===== config.mk =====
export PLATFORM = sky130hd
export DESIGN_NAME = irq_claim_master
export DESIGN_NICKNAME = d
export VERILOG_FILES = /design/src/rtl/irq_claim_master.sv
export SDC_FILE = /design/constraint.sdc
export NUM_CORES = 1
export LEC_CHECK = 0
export BUFFER_PORTS_ARGS = -buffer_cell sky130_fd_sc_hd__buf_2
export CAP_MARGIN = 10
export CORE_UTILIZATION = 30
export DETAILED_ROUTE_END_ITERATION = 8
export GPL_TIMING_DRIVEN = 0
export PLACE_DENSITY_LB_ADDON = 0.12
export SLEW_MARGIN = 10
export SYNTH_ARGS = -nofsm -noshare
export SYNTH_HDL_FRONTEND = slang
export SYNTH_SLANG_ARGS = --single-unit

===== constraint.sdc =====
create_clock -name clk -period 1.87 [get_ports clk]
set_input_delay 0.374 -clock clk [delete_from_list [all_inputs] [get_ports clk]]
set_output_delay 0.374 -clock clk [all_outputs]
set_load 0.02 [all_outputs]

===== src/rtl/irq_claim_master.sv =====
// Wishbone master that claims PLIC interrupts, hands the ID to the core and writes completions.
// Optional ack timeout is enabled by defining IRQ_CLAIM_TIMEOUT_EN.
module irq_claim_master #(
  parameter logic [31:0] CLAIM_ADDR     = 32'h0000_0000,
  parameter logic [31:0] COMPLETE_ADDR  = 32'h0000_0004,
  parameter int unsigned TIMEOUT_CYCLES = 16
) (
  input  logic        clk,
  input  logic        rst_n,
  input  logic        plic_ext_irq_i,
  output logic        core_irq_valid_o,
  output logic [1:0]  core_irq_id_o,
  input  logic        core_irq_ready_i,
  input  logic        core_cmpl_valid_i,
  input  logic [1:0]  core_cmpl_id_i,
  output logic        core_cmpl_ready_o,
  output logic        wbm_cyc_o,
  output logic        wbm_stb_o,
  output logic        wbm_we_o,
  output logic [31:0] wbm_addr_o,
  output logic [31:0] wbm_wdata_o,
  output logic [3:0]  wbm_sel_o,
  input  logic [31:0] wbm_rdata_i,
  input  logic        wbm_ack_i,
  output logic        err_o
);

  typedef enum logic [2:0] {StIdle, StClaim, StDeliver, StCmpl, StGap} state_e;

  state_e      state_q, state_d;
  logic        cyc_q, cyc_d;
  logic        we_q, we_d;
  logic [31:0] addr_q, addr_d;
  logic [31:0] wdata_q, wdata_d;
  logic        valid_q, valid_d;
  logic [1:0]  id_q, id_d;
  logic        cmpl_ready_q, cmpl_ready_d;
  logic [1:0]  cmpl_id_q, cmpl_id_d;
  logic        gap_q, gap_d;
  logic        ack_hit;
  logic        timeout;
  logic        unused_rdata;

  assign unused_rdata = ^wbm_rdata_i[31:2];
  // Acks outside a bus cycle are stray and must not advance the FSM.
  assign ack_hit = wbm_ack_i & cyc_q;

`ifdef IRQ_CLAIM_TIMEOUT_EN
  localparam logic [7:0] TimeoutLast = 8'(TIMEOUT_CYCLES - 1);

  logic [7:0] cnt_q, cnt_d;
  logic       err_q;

  always_comb begin
    cnt_d = 8'd0;
    if ((state_d == StClaim || state_d == StCmpl) && state_d == state_q) begin
      cnt_d = cnt_q + 8'd1;
    end
  end

  assign timeout = (state_q == StClaim || state_q == StCmpl) && !ack_hit &&
                   (cnt_q == TimeoutLast);

  always_ff @(posedge clk) begin
    if (!rst_n) begin
      cnt_q <= 8'd0;
      err_q <= 1'b0;
    end else begin
      cnt_q <= cnt_d;
      err_q <= timeout;
    end
  end

  assign err_o = err_q;
`else
  assign timeout = 1'b0;
  assign err_o   = 1'b0;
`endif

  always_comb begin
    state_d      = state_q;
    cyc_d        = cyc_q;
    we_d         = we_q;
    addr_d       = addr_q;
    wdata_d      = wdata_q;
    valid_d      = valid_q;
    id_d         = id_q;
    cmpl_ready_d = 1'b0;
    cmpl_id_d    = cmpl_id_q;
    gap_d        = gap_q;

    unique case (state_q)
      StIdle: begin
        if (core_cmpl_valid_i) begin
          cmpl_id_d    = core_cmpl_id_i;
          cmpl_ready_d = 1'b1;
          state_d      = StCmpl;
        end else if (plic_ext_irq_i) begin
          state_d = StClaim;
        end
      end
      StClaim: begin
        if (!cyc_q) begin
          cyc_d  = 1'b1;
          we_d   = 1'b0;
          addr_d = CLAIM_ADDR;
        end else if (ack_hit || timeout) begin
          cyc_d   = 1'b0;
          addr_d  = 32'd0;
          state_d = StGap;
          // ID 0 from the claim register means nothing was pending.
          if (ack_hit && wbm_rdata_i[1:0] != 2'd0) begin
            valid_d = 1'b1;
            id_d    = wbm_rdata_i[1:0];
            state_d = StDeliver;
          end
        end
      end
      StCmpl: begin
        if (!cyc_q) begin
          cyc_d   = 1'b1;
          we_d    = 1'b1;
          addr_d  = COMPLETE_ADDR;
          wdata_d = {30'd0, cmpl_id_q};
        end else if (ack_hit || timeout) begin
          cyc_d   = 1'b0;
          we_d    = 1'b0;
          addr_d  = 32'd0;
          wdata_d = 32'd0;
          state_d = StGap;
        end
      end
      StDeliver: begin
        if (core_irq_ready_i) begin
          valid_d = 1'b0;
          id_d    = 2'd0;
          state_d = StGap;
        end
      end
      StGap: begin
        gap_d = ~gap_q;
        if (gap_q) begin
          state_d = StIdle;
        end
      end
      default: state_d = StIdle;
    endcase
  end

  always_ff @(posedge clk) begin
    if (!rst_n) begin
      state_q      <= StIdle;
      cyc_q        <= 1'b0;
      we_q         <= 1'b0;
      addr_q       <= 32'd0;
      wdata_q      <= 32'd0;
      valid_q      <= 1'b0;
      id_q         <= 2'd0;
      cmpl_ready_q <= 1'b0;
      cmpl_id_q    <= 2'd0;
      gap_q        <= 1'b0;
    end else begin
      state_q      <= state_d;
      cyc_q        <= cyc_d;
      we_q         <= we_d;
      addr_q       <= addr_d;
      wdata_q      <= wdata_d;
      valid_q      <= valid_d;
      id_q         <= id_d;
      cmpl_ready_q <= cmpl_ready_d;
      cmpl_id_q    <= cmpl_id_d;
      gap_q        <= gap_d;
    end
  end

  assign wbm_cyc_o         = cyc_q;
  assign wbm_stb_o         = cyc_q;
  assign wbm_we_o          = we_q;
  assign wbm_addr_o        = addr_q;
  assign wbm_wdata_o       = wdata_q;
  assign wbm_sel_o         = {4{cyc_q}};
  assign core_irq_valid_o  = valid_q;
  assign core_irq_id_o     = id_q;
  assign core_cmpl_ready_o = cmpl_ready_q;

endmodule


Yosys cells after proc, flatten, opt, wreduce, memory -nomap -nowiden:

Cells that the tools add are included.
Widths: inputs -> output; s select.

* eq/ne operators: 15
* multiplexer cells: 33
* bitwise operators: 2
* reductions and logical operators: 12

Operators by type and width (number)
* $mux 32: 5
* $pmux 32 s2: 1
* $mux 3: 9
* $ne 2x2->1 const B: 8
* $pmux 3 s5: 1
* $mux 1: 10
* $mux 2: 4
* $reduce_and 7->1: 1
* $eq 3x2->1 const B: 2
* $ne 3x3->1 const B: 2
* $reduce_and 2->1: 3
* $reduce_bool 2->1: 3
* $reduce_and 5->1: 1
* $pmux 1 s2: 2
* $pmux 2 s2: 1
* $eq 3x1->1 const B: 1
* $eq 3x3->1 const B: 1
* $logic_not 3->1: 1
* $reduce_and 3->1: 1
* $ne 2x1->1 const B: 1
* $reduce_or 2->1: 1
* $and 1x1->1: 1
* $logic_and 1x1->1: 1
* $not 1->1: 1

* register bits after elaboration: 76
* bits of input ports: 40
* word-level logic and storage cells: 72

Longest topological paths before layout:

Gate-level depths: netlist of the first run.

* depth after elaboration: 6
* depth in mapped cells: 5

Worst setup path after synthesis of the first run:

Ideal clock, no wire load.

* path kind: reg-to-reg
* start: register cyc_q, in the netlist wbm_cyc_o
* end: register state_q[2]
* arrival time: 1243 ps
* path slack: 506 ps
* cell stages (with the launch flop): 5
* clock period less this slack: 1364 ps
* cells stage by stage: dfxtp_1 -> o211ai_2 -> a21oi_1 -> nor3b_1 -> mux2_4

* word-level cells in the longest chain between the ends: 6
* elaborated cells on any way between the ends: 11

RTL lines
* start, declared: RTL line 31 `logic cyc_q, cyc_d;`
* start signal, assigned: RTL line 164 `cyc_q <= cyc_d;`
* $and 1x1->1: RTL line 46 `assign ack_hit = wbm_ack_i & cyc_q;`
* $logic_and 1x1->1: RTL line 112 `if (ack_hit && wbm_rdata_i[1:0] != 2'd0) begin`
* $mux 3: RTL line 112
* $mux 3: RTL line 107 `end else if (ack_hit || timeout) begin`
* $mux 3: RTL line 103 `if (!cyc_q) begin`
* $pmux 3 s5: RTL line 92 `unique case (state_q)`
* end signal, assigned: RTL line 152 `state_q <= StIdle;`
* end signal, assigned: RTL line 163 `state_q <= state_d;`
* end, declared: RTL line 30 `state_e state_q, state_d;`

Parallel ways exist; a longest one is shown, timed or not. The select of a mux whose other input is x is not followed.
A chain may end at the register's enable or synchronous reset.

Worst setup path after layout of the first run:

* start: register cyc_q, in the netlist wbm_cyc_o
* end: output port wbm_sel_o[2]

RTL lines
* end, declared: RTL line 22 `output logic [3:0] wbm_sel_o,`

No word-level cell between the ends.

==> implementation parameters, run 1 <==
Parameter                              Value

Synth
  Share of async-settable or async-resettable flops after synthesis    0
  Post-Syn Area per Cell    slightly above 10 sq um
  Flops & latches, synth    46
  Number of synthesized flops with an enable pin    0
  Post-Synthesis Cells    185
  Sequential element share of the synthesized area    0.486
  YS warnings    0
  Post-synthesis cell area    roughly 1900 sq um
  Unique cell type count in the Yosys netlist    37
  Top FF cell, synth    sky130_fd_sc_hd__dfxtp_1

Final layout
  Area of all placed cells without fillers    between 2000 and 2500 sq um
  Area delta synth->final    29.9%
  Non-Filler Instances    roughly 350
  Storage cell area    around 920 sq um
  Number of antenna diodes    0
  Layout cells sized above 1    0.417
  Filler cell count    640
  Multi-input logic area    slightly above 700 sq um
  Number of nets in the finished design    315
  Post-Route Utilization    0.411

Critical path
  Critical register-to-register path startpoint    wbm_cyc_o
  Largest incremental delay on the critical path    570 ps
  Kind of cell adding the most delay to the critical path    flip-flops
  End of the critical path    wbm_sel_o[2]
  Reg2Reg Depth    4
  Number of buffer and inverter instances along the worst setup path    2
  Total number of cells along the worst setup path    2
  Required time of the worst setup path    1500 ps
  Cells traversed along the worst timing path    buf_4, buf_2
  Critical Path AT    around 1200 ps
  Worst setup EP type    primary output
  Origin of the worst setup path    wbm_cyc_o
  Category of the worst setup path launch point    flop
  Worst reg-to-reg setup slack    around 430 ps
  CP Class    flop to primary output
  End of the worst register-to-register path    wbm_addr_o[21]
  Cell with the largest stage delay on the worst path    sky130_fd_sc_hd__dfxtp_1
  Top fanout value on the critical path    12

CTS
  TritonCTS buffer count    5
  Total setup buffers inserted after CTS    0
  Root buf cell    sky130_fd_sc_hd__clkbuf_8
  H-tree depth    2
  Maximum buffer depth of the clock tree    2
  Reg clk slew, reported paths    80 ps
  Clock tree from TritonCTS    built
  Post-cts gate resize count    0
  Worst skew pair latency    between 200 and 300 ps
  Total clock sinks    between 40 and 50
  Cts hold-fix bufs    0

Global routing
  Largest net degree at the start of global routing    15
  Grt ovf    0
  First-pass GRT wire length    roughly 5.7 mm
  Number of global-route vias before repair    ~1,200
  Antenna violations before repair    0
  Combined global-route utilization of all metal layers    0.116

Route
  Number of design-rule violations left by the first detailed-router iteration    41
  First-pass iteration count of the detailed router    4
  Avg Vias per Cell    around 4.0
  DR WL/cell    around 10 um
  Number of nets with antenna violations after detailed routing    0
  Remaining design rule violation count    0
  Wirelength, routed    approximately 3.7 mm
  Vias after detailed routing    1,415

Timing
  Final critical path time including I/O delays and setup    between 1500 and 2000 ps
  Post-route fraction of the period consumed by the critical path    0.834
  Hold Vio Cnt, Final    0
  Layout Skew    roughly 3 ps
  Total Negative Setup Slacks    0 ps
  Count of final setup violators    0
  Fin worst setup slack    310 ps
  Count of final max-slew check failures    0
  RSZ-0062 raised after global routing    false
  Maximum clock frequency    0.641 GHz

Run
  Number of violations of the max-capacitance limit    0

Place
  Number of buffers added on ports    53
  Number of placed cells counting well taps    approximately 340
  Placed Area    around 2400 sq um
  Worst slack, placed    429 ps
  HPWL Detailed    2.70 mm
  Final estimated routing congestion in global placement    roughly 0.69

Power
  Internal power    0.00172 W
  Peak VDD IR    between 0.0004 and 0.0005 V
  Static leakage power    1.35 nW
  Part of the power in registers    0.426
  Power share of the clock group    0.240
  Power spent charging and discharging nets    around 0.00088 W
  P per Cell Area    approximately 1100 nW/um^2
  Combinational cell fraction of total power    0.333
  Switching share of power    0.339

Floorplanning
  Floorplan Core Area    around 6000 sq um
  Die Height    just over 80 um
  Number of top-level design ports    roughly 120
  Initial core utilization    0.316
  Horizontal extent of the die    roughly 81 um
  Row count    28
  Full die area    between 6000 and 7000 sq um

Min path
  Worst hold path class    primary input to flop

Status
  Status    completed
==> final cells by class <==
class,instances,area share
flip-flops and latches,46,0.374
clock inverters,2,0.00508
inverters,3,0.00458
repair buffers,53,0.108
plain buffers,46,0.142
clock buffers,6,0.0336
multi-input cells,120,0.295
well taps,75,0.0381
==> sequential cells by signal, summed over array words and instances, names as in the netlist <==
register	flops
wbm_addr_o	32
state_q	3
cmpl_id_q	2
core_irq_id_o	2
wbm_wdata_o	2
core_cmpl_ready_o	1
core_irq_valid_o	1
gap_q	1
wbm_cyc_o	1
wbm_we_o	1
==> kinds of logic (layout without fill, tap and decap cells) <==
logic type	count (synthesis)	in the layout	synth area share
compound gates	23	23	0.0978
buf+inv	49	110	0.190
flops	46	46	0.486
mux	1	1	0.00792
other cells	1	31	0.00198
simple gates	65	65	0.216
==> cells in the mapped netlist (2+ instances only) <==
cell	number	area share
sky130_fd_sc_hd__clkbuf_1	5	0.0099
sky130_fd_sc_hd__nor2_1	3	0.0059
sky130_fd_sc_hd__nor3b_1	2	0.0079
sky130_fd_sc_hd__and3_2	2	0.0079
sky130_fd_sc_hd__nand3_1	2	0.0053
sky130_fd_sc_hd__nand3b_1	3	0.012
sky130_fd_sc_hd__nor2b_1	6	0.020
sky130_fd_sc_hd__buf_4	36	0.14
sky130_fd_sc_hd__nand2_1	9	0.018
sky130_fd_sc_hd__a21oi_1	3	0.0079
sky130_fd_sc_hd__buf_6	4	0.024
sky130_fd_sc_hd__and3_1	31	0.10
sky130_fd_sc_hd__o211ai_2	2	0.013
sky130_fd_sc_hd__o21ai_0	2	0.0053
sky130_fd_sc_hd__a21boi_1	2	0.0079
sky130_fd_sc_hd__a22oi_1	3	0.012
sky130_fd_sc_hd__dfxtp_1	46	0.49
sky130_fd_sc_hd__inv_1	3	0.0059
sky130_fd_sc_hd__a21boi_0	3	0.012
==> stage by stage <==
step	hold WS, ps	total power (W)
floorplan	444	0.00183
global placement	460	0.00202
detailed placement	461	0.00201
CTS	329	0.00264
global route	336	0.00278
finish	332	0.00261
==> worst register-to-register path, cell delays in order, from the launching register on <==
cell                      delay (ps)
sky130_fd_sc_hd__dfxtp_1         570
sky130_fd_sc_hd__inv_1           190
sky130_fd_sc_hd__o21ai_4         300
sky130_fd_sc_hd__buf_6           170
sky130_fd_sc_hd__and3_1          160
==> power groups by stage <==
stage          registers, W  logic [W]  clock network (W)
3_3_place_gp        0.00114   0.000881                  0
2_1_floorplan       0.00115   0.000679                  0
3_5_place_dp        0.00114   0.000877                  0
4_1_cts             0.00111   0.000881           0.000645
6_report            0.00111   0.000870           0.000627
5_1_grt             0.00112   0.000977           0.000677
==> worst min path at each step <==
stage / to / cells past startpoint / start
finish: core_irq_id_o[1] / 3 / wbm_rdata_i[1]
global route: core_irq_id_o[1] / 3 / wbm_rdata_i[1]
CTS: core_irq_id_o[1] / 3 / wbm_rdata_i[1]
detailed placement: wbm_addr_o[10] / 1 / wbm_addr_o[10]
global placement: cmpl_id_q[1] / 2 / cmpl_id_q[1]
floorplan: cmpl_id_q[0] / 2 / cmpl_id_q[0]
==> per-layer routing <==
metal / share of wire / GRT usage / vias up / wire length [um]
li1: - / - / 739 / -
met1: 0.48 / 0.152 / 621 / 1750
met2: 0.42 / 0.168 / 50 / 1560
met3: 0.088 / 0.0467 / 5 / 325
met4: 0.011 / 0.0482 / 0 / 42
met5: 0 / 0 / - / 0
==> placed cells by master (no fill, tap or decap), drive strengths merged <==
cell / n
a21boi: 5
a21oi: 4
a22oi: 3
a32o: 1
and2: 1
and2b: 1
and3: 33
and4bb: 1
buf: 94
clkbuf: 11
clkinv: 1
clkinvlp: 1
conb: 31
dfxtp: 46
inv: 3
mux2: 1
nand2: 10
nand2b: 1
nand3: 2
nand3b: 3
nor2: 3
nor2b: 6
nor3: 2
nor3b: 2
o211a: 1
o211ai: 3
o21a: 1
o21ai: 3
o22ai: 1
o41ai: 1
Power figures use the tool's default switching activity.
==> run 2, diff against run 1 <==
==> constraint.sdc (replaced) <==
create_clock -name clk -period 1.5 [get_ports clk]
set_input_delay 0.3 -clock clk [delete_from_list [all_inputs] [get_ports clk]]
set_output_delay 0.3 -clock clk [all_outputs]
set_load 0.02 [all_outputs]
==> implementation parameters, run 2 (synthesis gave the netlist of run 1 again) <==
Parameter                              Value

Global routing
  First-pass GRT wire length    about 5.7 mm
  Antenna violations before repair    0
  Grt ovf    0
  Number of global-route vias before repair    1,211
  Largest net degree at the start of global routing    15
  Combined global-route utilization of all metal layers    0.116

Floorplanning
  Full die area    6640 sq um
  Die Height    between 80 and 90 um
  Initial core utilization    0.316
  Horizontal extent of the die    ~81 um
  Floorplan Core Area    5990 sq um
  Row count    28
  Number of top-level design ports    about 120

Critical path
  Critical register-to-register path startpoint    state_q[0]
  CP Class    flop to flop
  Origin of the worst setup path    state_q[0]
  Top fanout value on the critical path    9
  Cell with the largest stage delay on the worst path    sky130_fd_sc_hd__dfxtp_1
  Critical Path AT    1600 ps
  Cells traversed along the worst timing path    and2b_4, nand2_1, o211ai_2, mux2_4
  Worst reg-to-reg setup slack    90 ps
  Largest incremental delay on the critical path    540 ps
  Kind of cell adding the most delay to the critical path    flip-flops
  Category of the worst setup path launch point    flop
  End of the critical path    state_q[2]
  Required time of the worst setup path    1690 ps
  Total number of cells along the worst setup path    4
  Worst setup EP type    flop
  End of the worst register-to-register path    state_q[2]
  Number of buffer and inverter instances along the worst setup path    0
  Reg2Reg Depth    4

CTS
  Worst skew pair latency    between 200 and 300 ps
  Total clock sinks    46
  TritonCTS buffer count    5
  Root buf cell    sky130_fd_sc_hd__clkbuf_8
  Total setup buffers inserted after CTS    0
  H-tree depth    2
  Maximum buffer depth of the clock tree    2
  Clock tree from TritonCTS    built
  Reg clk slew, reported paths    ~80 ps

Route
  Wirelength, routed    3.66 mm
  First-pass iteration count of the detailed router    4
  Avg Vias per Cell    between 3 and 4
  DR WL/cell    about 10 um
  Remaining design rule violation count    0
  Number of design-rule violations left by the first detailed-router iteration    46
  Vias after detailed routing    between 1,000 and 1,500
  Number of nets with antenna violations after detailed routing    0

Final layout
  Largest register FFs    32
  Filler cell count    641
  Number of nets in the finished design    ~320
  Leading cell type in the layout, fill and taps excluded    sky130_fd_sc_hd__buf_2
  Number of antenna diodes    0
  Area delta synth->final    30.3%
  Top library cells by usage in the layout, fill and taps aside    sky130_fd_sc_hd__buf_2 (53), sky130_fd_sc_hd__dfxtp_1 (45), sky130_fd_sc_hd__buf_4 (36)
  Layout cells sized above 1    0.420

Power
  P per Cell Area    1330 nW/um^2
  Peak VDD IR    roughly 0.00055 V
  Static leakage power    between 1 and 1.5 nW

Run
  Number of violations of the max-capacitance limit    0

Timing
  Post-route fraction of the period consumed by the critical path    0.940
  Hold Vio Cnt, Final    0
  Layout Skew    ~2.2 ps
  Count of final max-slew check failures    0
  Maximum clock frequency    0.709 GHz
  Fin worst setup slack    slightly below 90 ps
  Count of final setup violators    0
  Total Negative Setup Slacks    0 ps
  Final critical path time including I/O delays and setup    1410 ps
  RSZ-0062 raised after global routing    false

Status
  Status    completed

Place
  Worst slack, placed    59.4 ps
  Number of buffers added on ports    53
  HPWL Detailed    about 2.7 mm
  Final estimated routing congestion in global placement    about 0.69

Min path
  Worst hold path class    primary input to flop
  Hold path startpoint    wbm_rdata_i[1]
==> run 2: cell count changes in the layout (fill, tap and decap cells not counted) <==
cell / previous run / this run
sky130_fd_sc_hd__dfxtp_2: 0 / 1
sky130_fd_sc_hd__nor3_4: 1 / 2
sky130_fd_sc_hd__dfxtp_1: 46 / 45
sky130_fd_sc_hd__nor3_2: 1 / 0
==> run 2: worst min-delay path, cell delays in order <==
cell and delay (ps):
sky130_fd_sc_hd__buf_2 110, sky130_fd_sc_hd__nand2_1 50, sky130_fd_sc_hd__a21boi_1 50
==> run 2: timing repair <==
action                                  CTS  global route
endpoints found under the hold margin     0             0
endpoints found under the setup margin    3             1
pin swaps                                 0             0
hold buffers                              0             0
resized for setup                         1             1
==> run 2: report_power, final <==
part	internal, W	leakage, nW	total [W]	switching [W]
Combinational	0.000495	0.932	0.00110	0.000605
Sequential	0.00130	0.372	0.00139	0.0000959
Clock	0.000371	0.0472	0.000780	0.000409
==> run 2: metal layers <==
metal,vias to the layer above,GRT usage,share of wire
li1,739,-,-
met1,610,0.152,0.47
met2,50,0.168,0.44
met3,4,0.0467,0.088
met4,0,0.0482,0.010
met5,-,0,0
==> run 2: worst min path at each step <==
stage                       endpoint  depth (start not counted)  slack, ps
finish              core_irq_id_o[1]                          3        260
global route        core_irq_id_o[1]                          3        260
CTS                 core_irq_id_o[1]                          3        250
detailed placement    wbm_addr_o[10]                          1        460
global placement        cmpl_id_q[1]                          2        460
floorplan           core_irq_id_o[0]                          2        430
==> run 2: cell type report <==
class	instances	area, sq um	share of cell area
Sequential cell	46	922	0.374
Multi-Input combinational cell	120	732	0.297
Buffer	46	349	0.141
Timing Repair Buffer	53	265	0.107
Tap cell	75	93.8	0.0380
Clock buffer	6	82.6	0.0335
Clock inverter	2	12.5	0.00507
Inverter	3	11.3	0.00456
==> run 2: metrics by stage <==
| stage | hold WS (ps) | cell area, sq um | power [W] | util | cells |
|---|---|---|---|---|---|
| floorplan | 435 | 2010 | 0.00228 | - | 215 |
| global placement | 460 | 2370 | 0.00251 | 0.395 | 343 |
| detailed placement | 461 | 2370 | 0.00251 | 0.395 | 343 |
| CTS | 255 | 2460 | 0.00329 | 0.411 | 351 |
| global route | 262 | 2470 | 0.00348 | 0.412 | 351 |
| finish | 259 | 2470 | 0.00327 | 0.412 | 351 |
==> run 3, diff against run 2 <==
--- a/config.mk
+++ b/config.mk
@@ -5,10 +5,11 @@
 export SDC_FILE = /design/constraint.sdc
 export NUM_CORES = 1
 export LEC_CHECK = 0
-export BUFFER_PORTS_ARGS = -buffer_cell sky130_fd_sc_hd__buf_2
 export CAP_MARGIN = 10
+export CORE_MARGIN = 1.5
 export CORE_UTILIZATION = 30
 export DETAILED_ROUTE_END_ITERATION = 8
+export DONT_BUFFER_PORTS = 1
 export GPL_TIMING_DRIVEN = 0
 export PLACE_DENSITY_LB_ADDON = 0.12
 export SLEW_MARGIN = 10
==> implementation parameters, run 3 (synthesis gave the netlist of run 1 again) <==
Parameter                              Value

Global routing
  Number of global-route vias before repair    around 1,100
  Largest net degree at the start of global routing    14
  Layer with the highest usage after global routing    met2
  Grt ovf    0
  Antenna violations before repair    0
  Met3 usage    0.0560
  Combined global-route utilization of all metal layers    0.111
  First-pass GRT wire length    ~5.6 mm
  Routing usage on met1    0.137
  Met2 track utilization from global routing    0.166

Critical path
  Largest incremental delay on the critical path    roughly 330 ps
  Number of buffer and inverter instances along the worst setup path    1
  CP Class    flop to flop
  Required time of the worst setup path    1690 ps
  Cell with the largest stage delay on the worst path    sky130_fd_sc_hd__dfxtp_1
  Top fanout value on the critical path    10
  Category of the worst setup path launch point    flop
  Worst setup EP type    flop
  Critical Path AT    between 1500 and 2000 ps
  Kind of cell adding the most delay to the critical path    flip-flops
  Cells traversed along the worst timing path    buf_8, nor3b_1, a21oi_2, o211ai_2, mux2_4

CTS
  Reg clk slew, reported paths    approximately 80 ps
  Total clock sinks    46
  Clock tree from TritonCTS    built
  TritonCTS buffer count    5
  Maximum buffer depth of the clock tree    2
  Cts hold-fix bufs    0
  Worst skew pair latency    ~290 ps
  H-tree depth    2
  Root buf cell    sky130_fd_sc_hd__clkbuf_8

Status
  Status    completed

Timing
  Hold Vio Cnt, Final    0
  Final critical path time including I/O delays and setup    ~1400 ps
  Maximum clock frequency    between 0.7 and 0.8 GHz
  Fin worst setup slack    about 88 ps
  Layout Skew    around 6.1 ps
  RSZ-0062 raised after global routing    false
  Total Negative Setup Slacks    0 ps
  Count of final max-slew check failures    0
  Worst hold slack across all endpoints    between 100 and 150 ps
  Count of final setup violators    0
  Post-route fraction of the period consumed by the critical path    0.941

Final layout
  Filler cell count    630
  Largest register FFs    32
  Storage cell area    roughly 930 sq um
  Area delta synth->final    15.7%
  Top library cells by usage in the layout, fill and taps aside    sky130_fd_sc_hd__dfxtp_1 (44), sky130_fd_sc_hd__buf_4 (36), sky130_fd_sc_hd__and3_1 (31), sky130_fd_sc_hd__conb_1 (31), sky130_fd_sc_hd__nand2_1 (9)
  Layout cells sized above 1    0.279
  Number of nets in the finished design    roughly 260
  Leading cell type in the layout, fill and taps excluded    sky130_fd_sc_hd__dfxtp_1
  Post-Route Utilization    0.364
  Multi-input logic area    between 700 and 800 sq um
  Number of antenna diodes    0

Route
  Remaining design rule violation count    0
  Number of design-rule violations left by the first detailed-router iteration    78
  DR WL/cell    between 10 and 15 um
  Wirelength, routed    about 3.6 mm
  Number of nets with antenna violations after detailed routing    0
  First-pass iteration count of the detailed router    4
  Avg Vias per Cell    around 4.1
  Vias after detailed routing    ~1,200

Floorplanning
  Row count    28
  Floorplan Core Area    6030 sq um
  Full die area    slightly below 7000 sq um
  Die Height    82.5 um
  Horizontal extent of the die    roughly 80 um
  Number of top-level design ports    approximately 120
  Initial core utilization    0.314

Place
  Worst slack, placed    -92.7 ps
  HPWL Detailed    2.57 mm
  Number of buffers added on ports    0
  Final estimated routing congestion in global placement    between 0.6 and 0.7

Power
  Part of the power in registers    0.459
  Internal power    0.00207 W
  Power spent charging and discharging nets    around 0.0011 W
  Overall Power    about 0.0031 W
  Combinational cell fraction of total power    0.313
  Static leakage power    1.06 nW
  Power share of the clock group    0.228
  P per Cell Area    between 1000 and 1500 nW/um^2
  Switching share of power    0.344
  Peak VDD IR    ~0.00069 V

Run
  Number of violations of the max-capacitance limit    0

Min path
  Worst hold path class    primary input to flop
==> run 3: cell count changes in the layout (fill, tap and decap cells not counted), sizes merged <==
cell / delta
clkinv: -1
buf: -53
==> run 3: power by group through the flow <==
stage	combinational [W]	clock (W)	sequential, W
global route	0.00109	0.000805	0.00147
global placement	0.000982	0	0.00146
floorplan	0.000847	0	0.00143
detailed placement	0.000974	0	0.00146
CTS	0.000976	0.000757	0.00143
finish	0.000985	0.000719	0.00144
==> run 3: per-stage QoR <==
stage / instances / cell area (sq um)
floorplan: 215 / 2010
global placement: 290 / 2100
detailed placement: 290 / 2100
CTS: 297 / 2180
global route: 297 / 2190
finish: 297 / 2190
==> run 3: repair_timing <==
action	in CTS	in global routing
buffers inserted	0	0
gates resized for setup	1	3
setup endpoints to repair	41	7
==> run 3: layout make-up <==
| cell class | count | share of cell area |
|---|---|---|
| plain buffers | 46 | 0.159 |
| clock buffers | 6 | 0.0331 |
| clock inverters | 1 | 0.00342 |
| inverters | 3 | 0.00514 |
| multi-input cells | 120 | 0.334 |
| flip-flops and latches | 46 | 0.422 |
| well taps | 75 | 0.0428 |
==> run 3: path summary, 6_finish.rpt <==
path	cells after the start	end	startpoint	slack [ps]
setup / recovery	5	state_q[2]	state_q[2]	90
hold / removal	2	core_irq_id_o[1]	wbm_rdata_i[1]	130
setup reg to reg	5	state_q[2]	state_q[2]	90
hold reg to reg	2	cmpl_id_q[0]	cmpl_id_q[0]	470
==> run 3: worst reg2reg max path, stage by stage, from the launching register on <==
cell and delay [ps]:
sky130_fd_sc_hd__dfxtp_1 330, sky130_fd_sc_hd__buf_8 140, sky130_fd_sc_hd__nor3b_1 270, sky130_fd_sc_hd__a21oi_2 60
sky130_fd_sc_hd__o211ai_2 190, sky130_fd_sc_hd__mux2_4 310
==> run 3: routing by layer <==
layer  part of all wire  up-vias
met1               0.45      528
met5                  0        -
met3               0.11        4
met4             0.0087        0
met2               0.43       50
li1                   -      633
